==> config.mk <==
export PLATFORM = sky130hd
export DESIGN_NAME = bru_resolve_flat
export DESIGN_NICKNAME = d
export VERILOG_FILES = /design/src/rtl/bru_resolve_pkg.sv /design/src/rtl/bru_resolve_if.sv /design/src/rtl/bru_resolve_cond.sv /design/src/rtl/bru_resolve.sv /design/src/flat_wrapper.sv
export SDC_FILE = /design/constraint.sdc
export NUM_CORES = 1
export LEC_CHECK = 0
export CORE_ASPECT_RATIO = 1.25
export CORE_MARGIN = 2
export CORE_UTILIZATION = 55
export CTS_BUF_LIST = sky130_fd_sc_hd__clkbuf_8
export DETAILED_ROUTE_END_ITERATION = 6
export PLACE_DENSITY = 0.86
export SKIP_LAST_GASP = 1
export SYNTH_ARGS = -nofsm -noshare
export SYNTH_HDL_FRONTEND = slang
export SYNTH_SLANG_ARGS = --single-unit
==> constraint.sdc <==
create_clock -name clock -period 6.5 [get_ports clock]
set_clock_uncertainty 0.1 [all_clocks]
set_input_delay 0.975 -clock clock [delete_from_list [all_inputs] [get_ports clock]]
set_output_delay 0.975 -clock clock [all_outputs]
set_load 0.02 [all_outputs]
==> src/rtl/bru_resolve_pkg.sv <==
// Shared definitions for the branch resolution stage: bus width,
// RISC-V branch funct3 encodings and the resolve FSM state encoding.
package bru_resolve_pkg;

  localparam int REG_BUS = 64;

  localparam logic [2:0] F3_BEQ  = 3'b000;
  localparam logic [2:0] F3_BNE  = 3'b001;
  localparam logic [2:0] F3_BLT  = 3'b100;
  localparam logic [2:0] F3_BGE  = 3'b101;
  localparam logic [2:0] F3_BLTU = 3'b110;
  localparam logic [2:0] F3_BGEU = 3'b111;

  typedef enum logic {
    ST_IDLE  = 1'b0,
    ST_FLUSH = 1'b1
  } bru_state_e;

endpackage

==> src/rtl/bru_resolve_if.sv <==
// Bundle of handshake, operand and result signals around bru_resolve.
// master = upstream/downstream environment, slave = the resolve stage.
interface bru_resolve_if #(
  parameter int XLEN = 64
);

  logic            in_valid;
  logic            in_ready;
  logic            is_branch;
  logic            is_jal;
  logic            is_jalr;
  logic [2:0]      funct3;
  logic [XLEN-1:0] pc;
  logic [XLEN-1:0] imm;
  logic [XLEN-1:0] rs1;
  logic            cmp_lt;
  logic            cmp_eq;
  logic            cmp_u;
  logic            out_valid;
  logic            out_ready;
  logic            link_we;
  logic [XLEN-1:0] link_data;
  logic            redirect_valid;
  logic [XLEN-1:0] redirect_pc;
  logic            flush;

  modport master (
    output in_valid, is_branch, is_jal, is_jalr, funct3, pc, imm, rs1,
    output cmp_lt, cmp_eq, out_ready,
    input  in_ready, cmp_u, out_valid, link_we, link_data,
    input  redirect_valid, redirect_pc, flush
  );

  modport slave (
    input  in_valid, is_branch, is_jal, is_jalr, funct3, pc, imm, rs1,
    input  cmp_lt, cmp_eq, out_ready,
    output in_ready, cmp_u, out_valid, link_we, link_data,
    output redirect_valid, redirect_pc, flush
  );

endinterface

==> src/rtl/bru_resolve_cond.sv <==
// bru_cond: combinational branch-taken decode from funct3 and the
// comparator flags; undefined encodings resolve as not taken.
module bru_cond
  import bru_resolve_pkg::*;
(
  input  logic [2:0] funct3,
  input  logic       cmp_lt,
  input  logic       cmp_eq,
  output logic       taken
);

  always_comb begin
    taken = 1'b0;
    case (funct3)
      F3_BEQ:           taken = cmp_eq;
      F3_BNE:           taken = !cmp_eq;
      F3_BLT, F3_BLTU:  taken = cmp_lt;
      F3_BGE, F3_BGEU:  taken = !cmp_lt;
      default:          taken = 1'b0;
    endcase
  end

endmodule

==> src/rtl/bru_resolve.sv <==
// Branch resolution stage: decides branch/JAL/JALR outcome, registers target
// and link value, pulses redirect and holds a flush window. Optional: BRU_MISALIGN_EN.
module bru_resolve
  import bru_resolve_pkg::*;
#(
  parameter int XLEN         = REG_BUS,
  parameter int FLUSH_CYCLES = 2
) (
  input  logic         clock,
  input  logic         reset,
  bru_resolve_if.slave bus
`ifdef BRU_MISALIGN_EN
  ,
  output logic         exc_misalign
`endif
);

  bru_state_e      state;
  bru_state_e      state_next;
  logic [3:0]      cnt;
  logic [3:0]      cnt_next;
  logic            cond_taken;
  logic            taken;
  logic            misalign;
  logic            redirect_go;
  logic            accept;
  logic [XLEN-1:0] target;
  logic [XLEN-1:0] link_sum;

  bru_cond u_cond (
    .funct3 (bus.funct3),
    .cmp_lt (bus.cmp_lt),
    .cmp_eq (bus.cmp_eq),
    .taken  (cond_taken)
  );

  assign bus.cmp_u    = bus.funct3[1];
  assign bus.in_ready = (state == ST_IDLE) && (!bus.out_valid || bus.out_ready);
  assign bus.flush    = (state == ST_FLUSH);
  assign accept       = bus.in_valid && bus.in_ready;

  assign taken    = (bus.is_branch && cond_taken) || bus.is_jal || bus.is_jalr;
  assign target   = bus.is_jalr ? ((bus.rs1 + bus.imm) & {{(XLEN-1){1'b1}}, 1'b0})
                                : (bus.pc + bus.imm);
  assign link_sum = bus.pc + XLEN'(4);

  // A misaligned taken target becomes an exception instead of a redirect.
`ifdef BRU_MISALIGN_EN
  assign misalign = taken && (target[1:0] != 2'b00);
`else
  assign misalign = 1'b0;
`endif
  assign redirect_go = taken && !misalign;

  always_comb begin
    state_next = state;
    cnt_next   = cnt;
    case (state)
      ST_IDLE: begin
        if (accept && redirect_go) begin
          state_next = ST_FLUSH;
          cnt_next   = 4'(FLUSH_CYCLES);
        end
      end
      ST_FLUSH: begin
        if (cnt <= 4'd1) begin
          state_next = ST_IDLE;
          cnt_next   = 4'd0;
        end else begin
          cnt_next = cnt - 4'd1;
        end
      end
      default: begin
        state_next = ST_IDLE;
        cnt_next   = 4'd0;
      end
    endcase
  end

  always_ff @(posedge clock) begin
    if (reset) begin
      state <= ST_IDLE;
      cnt   <= 4'd0;
    end else begin
      state <= state_next;
      cnt   <= cnt_next;
    end
  end

  // Redirect defaults low each cycle so it can only ever pulse for one cycle,
  // regardless of whether the result register is stalled by downstream.
  always_ff @(posedge clock) begin
    if (reset) begin
      bus.out_valid      <= 1'b0;
      bus.link_we        <= 1'b0;
      bus.link_data      <= '0;
      bus.redirect_valid <= 1'b0;
      bus.redirect_pc    <= '0;
`ifdef BRU_MISALIGN_EN
      exc_misalign       <= 1'b0;
`endif
    end else begin
      bus.redirect_valid <= 1'b0;
      if (accept) begin
        bus.out_valid      <= 1'b1;
        bus.link_we        <= (bus.is_jal || bus.is_jalr) && !misalign;
        bus.link_data      <= link_sum;
        bus.redirect_valid <= redirect_go;
        if (redirect_go) begin
          bus.redirect_pc <= target;
        end
`ifdef BRU_MISALIGN_EN
        exc_misalign       <= misalign;
`endif
      end else if (bus.out_ready) begin
        bus.out_valid <= 1'b0;
`ifdef BRU_MISALIGN_EN
        exc_misalign  <= 1'b0;
`endif
      end
    end
  end

endmodule

==> src/flat_wrapper.sv <==
// flat-port wrapper written by rule: the top's interface ports become plain ports
module bru_resolve_flat import bru_resolve_pkg::*;
#(
  parameter int XLEN         = REG_BUS,
  parameter int FLUSH_CYCLES = 2
)
  (clock, reset, bus_in_valid, bus_is_branch, bus_is_jal, bus_is_jalr, bus_funct3, bus_pc, bus_imm, bus_rs1, bus_cmp_lt, bus_cmp_eq, bus_out_ready, bus_in_ready, bus_cmp_u, bus_out_valid, bus_link_we, bus_link_data, bus_redirect_valid, bus_redirect_pc, bus_flush);
  bru_resolve_if #(.XLEN(XLEN)) bus_i ();
  input  logic clock;
  input  logic reset;
  input wire logic [$bits(bus_i.in_valid)-1:0] bus_in_valid;
  input wire logic [$bits(bus_i.is_branch)-1:0] bus_is_branch;
  input wire logic [$bits(bus_i.is_jal)-1:0] bus_is_jal;
  input wire logic [$bits(bus_i.is_jalr)-1:0] bus_is_jalr;
  input wire logic [$bits(bus_i.funct3)-1:0] bus_funct3;
  input wire logic [$bits(bus_i.pc)-1:0] bus_pc;
  input wire logic [$bits(bus_i.imm)-1:0] bus_imm;
  input wire logic [$bits(bus_i.rs1)-1:0] bus_rs1;
  input wire logic [$bits(bus_i.cmp_lt)-1:0] bus_cmp_lt;
  input wire logic [$bits(bus_i.cmp_eq)-1:0] bus_cmp_eq;
  input wire logic [$bits(bus_i.out_ready)-1:0] bus_out_ready;
  output wire logic [$bits(bus_i.in_ready)-1:0] bus_in_ready;
  output wire logic [$bits(bus_i.cmp_u)-1:0] bus_cmp_u;
  output wire logic [$bits(bus_i.out_valid)-1:0] bus_out_valid;
  output wire logic [$bits(bus_i.link_we)-1:0] bus_link_we;
  output wire logic [$bits(bus_i.link_data)-1:0] bus_link_data;
  output wire logic [$bits(bus_i.redirect_valid)-1:0] bus_redirect_valid;
  output wire logic [$bits(bus_i.redirect_pc)-1:0] bus_redirect_pc;
  output wire logic [$bits(bus_i.flush)-1:0] bus_flush;
  assign bus_i.in_valid = bus_in_valid;
  assign bus_i.is_branch = bus_is_branch;
  assign bus_i.is_jal = bus_is_jal;
  assign bus_i.is_jalr = bus_is_jalr;
  assign bus_i.funct3 = bus_funct3;
  assign bus_i.pc = bus_pc;
  assign bus_i.imm = bus_imm;
  assign bus_i.rs1 = bus_rs1;
  assign bus_i.cmp_lt = bus_cmp_lt;
  assign bus_i.cmp_eq = bus_cmp_eq;
  assign bus_i.out_ready = bus_out_ready;
  assign bus_in_ready = bus_i.in_ready;
  assign bus_cmp_u = bus_i.cmp_u;
  assign bus_out_valid = bus_i.out_valid;
  assign bus_link_we = bus_i.link_we;
  assign bus_link_data = bus_i.link_data;
  assign bus_redirect_valid = bus_i.redirect_valid;
  assign bus_redirect_pc = bus_i.redirect_pc;
  assign bus_flush = bus_i.flush;
  bru_resolve #(.XLEN(XLEN), .FLUSH_CYCLES(FLUSH_CYCLES)) u_core (.clock(clock), .reset(reset), .bus(bus_i));
endmodule
Yosys cells after proc, flatten, opt, wreduce, memory -nomap -nowiden
Cells that the tools add are included.

word-level totals
  register bits after elaboration = 136
  bits of input ports = 204
  output and inout port bits = 134

cells by class
  add/sub/neg operators = 4
  magnitude comparators = 1
  equality and inequality tests = 6
  multiplexer cells = 10
  bitwise operators = 2
  reductions and logical operators = 17

operators by type and width
  cell                                                                              count
  64-bit adder                                                                      2
  64-bit by 3-bit adder with 64-bit output, second input constant                   1
  64-bit 2-to-1 mux                                                                 1
  3-bit == test, second input constant                                              4
  4-bit 2-to-1 mux                                                                  2
  4-bit one-hot mux with 2 select lines                                             1
  2-bit OR reduction                                                                3
  4-bit by 1-bit less-or-equal comparator with 1-bit output, second input constant  1
  1-bit logical AND                                                                 4
  1-bit logical OR                                                                  4
  1-bit 2-to-1 mux                                                                  4
  1-bit one-hot mux with 4 select lines                                             1
  4-bit by 1-bit subtractor with 4-bit output, second input constant                1
  3-bit by 1-bit == test with 1-bit output, second input constant                   1
  1-bit zero test                                                                   3
  3-bit zero test                                                                   1
  2-bit inequality test, second input constant                                      1
  1-bit NOT                                                                         2
  1-bit one-hot mux with 2 select lines                                             1
  2-bit AND reduction                                                               1
  2-bit nonzero test                                                                1

Longest topological paths before layout
  depth in word-level cells = 9
  gate-level depth with buffers = 13
  depth with buffers taken out = 12

By module
Synthesis repeated with hierarchy kept, for this count alone.

second synthesis, totals
  cell total of the unflattened synthesis = 1914
  area total of the unflattened synthesis = 13802.0 um^2

by module, submodules not included
  module       times used  cells an instance  area each (um^2)
  bru_resolve  1           1909               13765.7
  bru_cond     1           5                  36.3

Worst setup path before layout
Ideal clock, no wire load.

  path type = input to register
  start point = input bus_rs1[19]
  end point = register u_core.bus.redirect_pc[58]
  arrival = 3684 ps
  data required time = 6285 ps
  setup slack = 2601 ps
  stages = 12
  path buffers = 1
  cells stage by stage = ha_1 -> clkbuf_1 -> a21oi_1 -> o21ai_0 -> a21oi_1 -> or2_2 -> and3b_1 -> o31a_1 -> o21ai_0 -> a21boi_0 -> xor2_1 -> a2111oi_0

on the way
  longest elaborated chain between the ends = 2

ends and longest elaborated chain
  item                  line                  RTL
  from (decl)           flat_wrapper.sv:18    input wire logic [$bits(bus_i.rs1)-1:0] bus_rs1;
  64-bit adder          bru_resolve.sv:43     assign target = bus.is_jalr ? ((bus.rs1 + bus.imm) & {{(XLEN-1){1'b1}}, 1'b0})
  64-bit 2-to-1 mux     bru_resolve.sv:43
  to (signal assigned)  bru_resolve.sv:110    bus.redirect_pc <= target;
  to (decl)             bru_resolve_if.sv:38  output redirect_valid, redirect_pc, flush

Every way passes these cells.
A chain may end at the register's enable or synchronous reset.

Final worst setup path
  start point = input bus_imm[0]
  end point = register u_core.bus.redirect_pc[62]

on the way
  longest elaborated chain between the ends = 2

ends and longest elaborated chain
  item                                    line                                  RTL
  from (decl)                             flat_wrapper.sv:17                    input wire logic [$bits(bus_i.imm)-1:0] bus_imm;
  64-bit adder, on equally long branches  bru_resolve.sv:44, bru_resolve.sv:43
  64-bit 2-to-1 mux (*)                   bru_resolve.sv:43

Every way passes the cells marked *; elsewhere a longest branch is shown, timed or not.

==> summary.md <==
The congestion estimate from routability-driven global placement came to 1.07. Entering global routing, the biggest net connects 91 pins. Counting every sink on the clock net gives 136.

The sort of element at the start of the critical path was an input pin. The setup total negative slack was 0 ns; the HPWL after detailed placement was 45.7 mm. The worst setup path is captured at a flop. Pin placement for this block handled 338 I/O pins. By count the netlist is led by sky130_fd_sc_hd__nor2_1 (228), sky130_fd_sc_hd__a21oi_1 (187), sky130_fd_sc_hd__nand2_1 (170). Fmax: 203 MHz.

Wires add up to 57.2 mm. At the worst endpoint, the required time is 6.77 ns. For the number of detailed-route iterations in the first pass, the log shows 7.

Worst hold path class: reg2reg. For the power after layout, the log shows 3.34 mW. The width of the die came out at 146 µm. The maximum fanout encountered on the critical timing path was 4. For the number of buffers inserted by post-CTS setup repair, the log shows 0. Remaining global-route overflow: 0. The normalized max-slew margin was 21.0%. The final reports fail on design-rule violations. CTS built an H-tree with a depth of 4.

The flow ran to the end, but the final reports show violations. Setup repair after global routing left no endpoint under its margin. The worst setup path is of the in2reg kind. The area overhead of the layout relative to synthesis is 26.9%. The initial detailed-routing violation count was 1308. For this run, the post-layout net count is 2514.

Across all hold checks on the routed design, the worst slack comes to 0.361 ns. The initial antenna violation count was 0; the period utilization was 76.0%. Counting instances, the worst hold path has a depth of 2. Summed over its instances, the top area cell type makes up 19.5% of the synthesized netlist area.

In the synthesized netlist the async set-or-reset flop fraction comes to 0%. The path with the worst hold slack has its endpoint at u_core.bus.redirect_pc[0]$_SDFFE_PP0P_. The post-synthesis area per instance came out at 7.19 µm². The logs give 16204 for the via count of the first global-routing pass and 0 for the count of instances resized after the clock tree is built. The number of nets in the synthesized netlist is 2275. In the synthesized netlist, the number of instances is 1941. In the post-synthesis netlist, the biggest area contributors are sky130_fd_sc_hd__dfxtp_1 (20%), sky130_fd_sc_hd__ha_1 (11%), sky130_fd_sc_hd__a21oi_1 (6.7%). The tools report the cell at the root of the clock tree as sky130_fd_sc_hd__clkbuf_8.

TritonCTS built the clock tree. The die footprint was 26700 µm²; the max capacitance violation total was 0. Across every metal layer, demand over resource in global routing totals 41.5%.

The number of pins with negative max-slew slack in the final report was 0. The number of clock buffers added by TritonCTS is 17. After floorplanning, the core was sized to cover 25000 µm². The count of nets left with antenna violations once routing finished came out at 0. The initial core utilization is 55.7%, and the count of final setup violators is 0. During synthesis, Yosys emitted a total of 0 warnings. In the routed design, unresolved DRC markers number 5.

The worst register-to-register path begins at u_core.bus.flush$_SDFF_PP0_. The number of rows in the core area came out at 65. After synthesis, flip-flops and latches occupy 19.5% of the total area. The worst register-to-register path has a setup slack of 3.10 ns. The actual slew at the worst max-slew pin is 1.18 ns, and the number of input and output port buffers inserted is 337.

Clock-pin slew was measured on the worst setup and hold paths at 0.09 ns. The mapped netlist covers 13900 µm². The startpoint identified for the worst hold timing path is u_core.bus.redirect_pc[0]$_SDFFE_PP0P_. In the final routed layout, each cell accounts on average for 22.6 µm.

The synthesized design contains 136 register bits. The detailed router placed 16465 vias in this run. In this run the power density over the cells is 188 nW/µm². The leading register cell type out of synthesis is sky130_fd_sc_hd__dfxtp_1. The wire length of the first global-routing pass was 87.3 mm. The longest clock path from root to sink contains 2 buffers.

The number of antenna diodes in the final layout is 0. The end of the worst register-to-register path was u_core.bus.redirect_pc[53]$_SDFFE_PP0P_. The worst register-to-register path has a depth of 8.

The y dimension of the die came out at 182 µm. The clock latency reported for the late side of the worst-skew pair is 0.49 ns, and the number of enable-type register cells in the synthesized netlist is 0. The library cell with the largest summed area after synthesis was sky130_fd_sc_hd__dfxtp_1. The logs give 75 for the number of distinct standard cells referenced by the synthesized netlist and 0 for the count of endpoints failing hold in the final timing report.

In this run the static leakage power is 6.89 nW. The post-route netlist has 3.01% of its cells at a drive strength greater than 1. The average via count per standard cell is 6.51. Arrival time reported for the critical path endpoint: 5.21 ns. IR analysis of the VDD net gives a maximum drop of 0.000129 V. For this design, the CTS-stage hold fixing added 0 buffers. The layout has 2113 filler cells. The minimum clock period works out to 4.94 ns. sky130_fd_sc_hd__nor2_1 is the most common cell in the netlist.
==> kinds of logic after synthesis <==
group,count (synthesis),share of synthesized area (%)
simple gates,687,23.3
compound gates,655,30.4
buf+inv,171,4.75
xor+xnor,153,9.61
flops,136,19.5
fa+ha+maj,130,11.8
mux,9,0.655
==> cells in the final DEF, fill, tap and decap left out, drive strengths merged, types with 12 or more instances in the layout <==
cell type,Yosys,final
o21bai,35,35
inv,45,52
nor2,228,228
a21oi,187,187
nor2b,13,13
ha,128,128
a31oi,25,25
and2,15,15
and3,15,15
o21ai,115,115
clkdlybuf4s50,0,335
nand2,170,170
a211oi,74,74
o21a,12,12
xor2,75,75
o211ai,25,25
o31ai,12,12
nand3,48,48
clkbuf,114,18
xnor2,78,78
a21o,74,74
a311oi,22,22
nand4,59,59
or3,28,28
dfxtp,136,136
nor3,62,62
==> cell type report <==
type,count,area (µm²),share of cell area [%]
Sequential cell,136,2720,15.4
Clock buffer,18,248,1.40
Tap cell,335,419,2.37
Clock inverter,14,136,0.771
Inverter,45,169,0.955
Multi-Input combinational cell,1634,10600,59.7
Timing Repair Buffer,346,3430,19.4
==> flip-flops by register name, summed over array words and instances (netlist names) <==
register	cells
u_core.bus.redirect_pc	64
u_core.bus.redirect_valid	1
u_core.bus.link_we	1
u_core.bus.out_valid	1
u_core.bus.link_data	64
u_core.bus.flush	1
u_core.cnt	4
==> power by group <==
part	internal (mW)	switching, mW	total [mW]
logic	0.661	0.956	1.62
registers	0.921	0.0595	0.981
clock network	0.321	0.417	0.737
==> how the worst max path moves through the flow <==
| stage | slack, ns | cells after the start | startpoint | end |
|---|---|---|---|---|
| final | 1.56 | 13 | bus_imm[0] | u_core.bus.redirect_pc[62]$_SDFFE_PP0P_ |
| after CTS | 1.70 | 12 | bus_imm[6] | u_core.bus.redirect_pc[45]$_SDFFE_PP0P_ |
| after global placement | 1.22 | 12 | bus_imm[6] | u_core.bus.redirect_pc[45]$_SDFFE_PP0P_ |
| after global routing | 1.21 | 12 | bus_imm[6] | u_core.bus.redirect_pc[45]$_SDFFE_PP0P_ |
| after floorplan | 2.60 | 12 | bus_rs1[19] | u_core.bus.redirect_pc[58]$_SDFFE_PP0P_ |
| after detailed placement | 1.20 | 12 | bus_imm[6] | u_core.bus.redirect_pc[45]$_SDFFE_PP0P_ |
==> per-stage QoR <==
step           instances  utilization, %  worst slack [ns]  area, µm²
2_1_floorplan       1941               -              2.60      13900
3_3_place_gp        2496            69.1              1.22      17300
3_5_place_dp        2496            69.1              1.20      17300
4_1_cts             2528            70.6              1.70      17700
5_1_grt             2528            70.6              1.21      17700
6_report            2528            70.6              1.56      17700
==> critical path: stages <==
cell and delay [ns]:
sky130_fd_sc_hd__clkdlybuf4s50_1 0.47, sky130_fd_sc_hd__ha_1 0.27, sky130_fd_sc_hd__fa_1 0.42, sky130_fd_sc_hd__a21oi_1 0.21
sky130_fd_sc_hd__o21ai_0 0.22, sky130_fd_sc_hd__o211ai_1 0.33, sky130_fd_sc_hd__o211ai_1 0.34, sky130_fd_sc_hd__a31oi_1 0.41
sky130_fd_sc_hd__a21oi_1 0.20, sky130_fd_sc_hd__o31ai_1 0.48, sky130_fd_sc_hd__o31ai_1 0.30, sky130_fd_sc_hd__xnor2_1 0.19
sky130_fd_sc_hd__a2111oi_0 0.39
==> metal layers <==
metal	vias to the layer above	part of all wire [%]	global-route usage (%)
met5	-	0	0
met4	0	11	38.1
met3	290	7.2	6.36
met2	949	46	69.5
met1	7557	36	45.1
li1	7669	-	-
(Power assumes the default switching activity.)
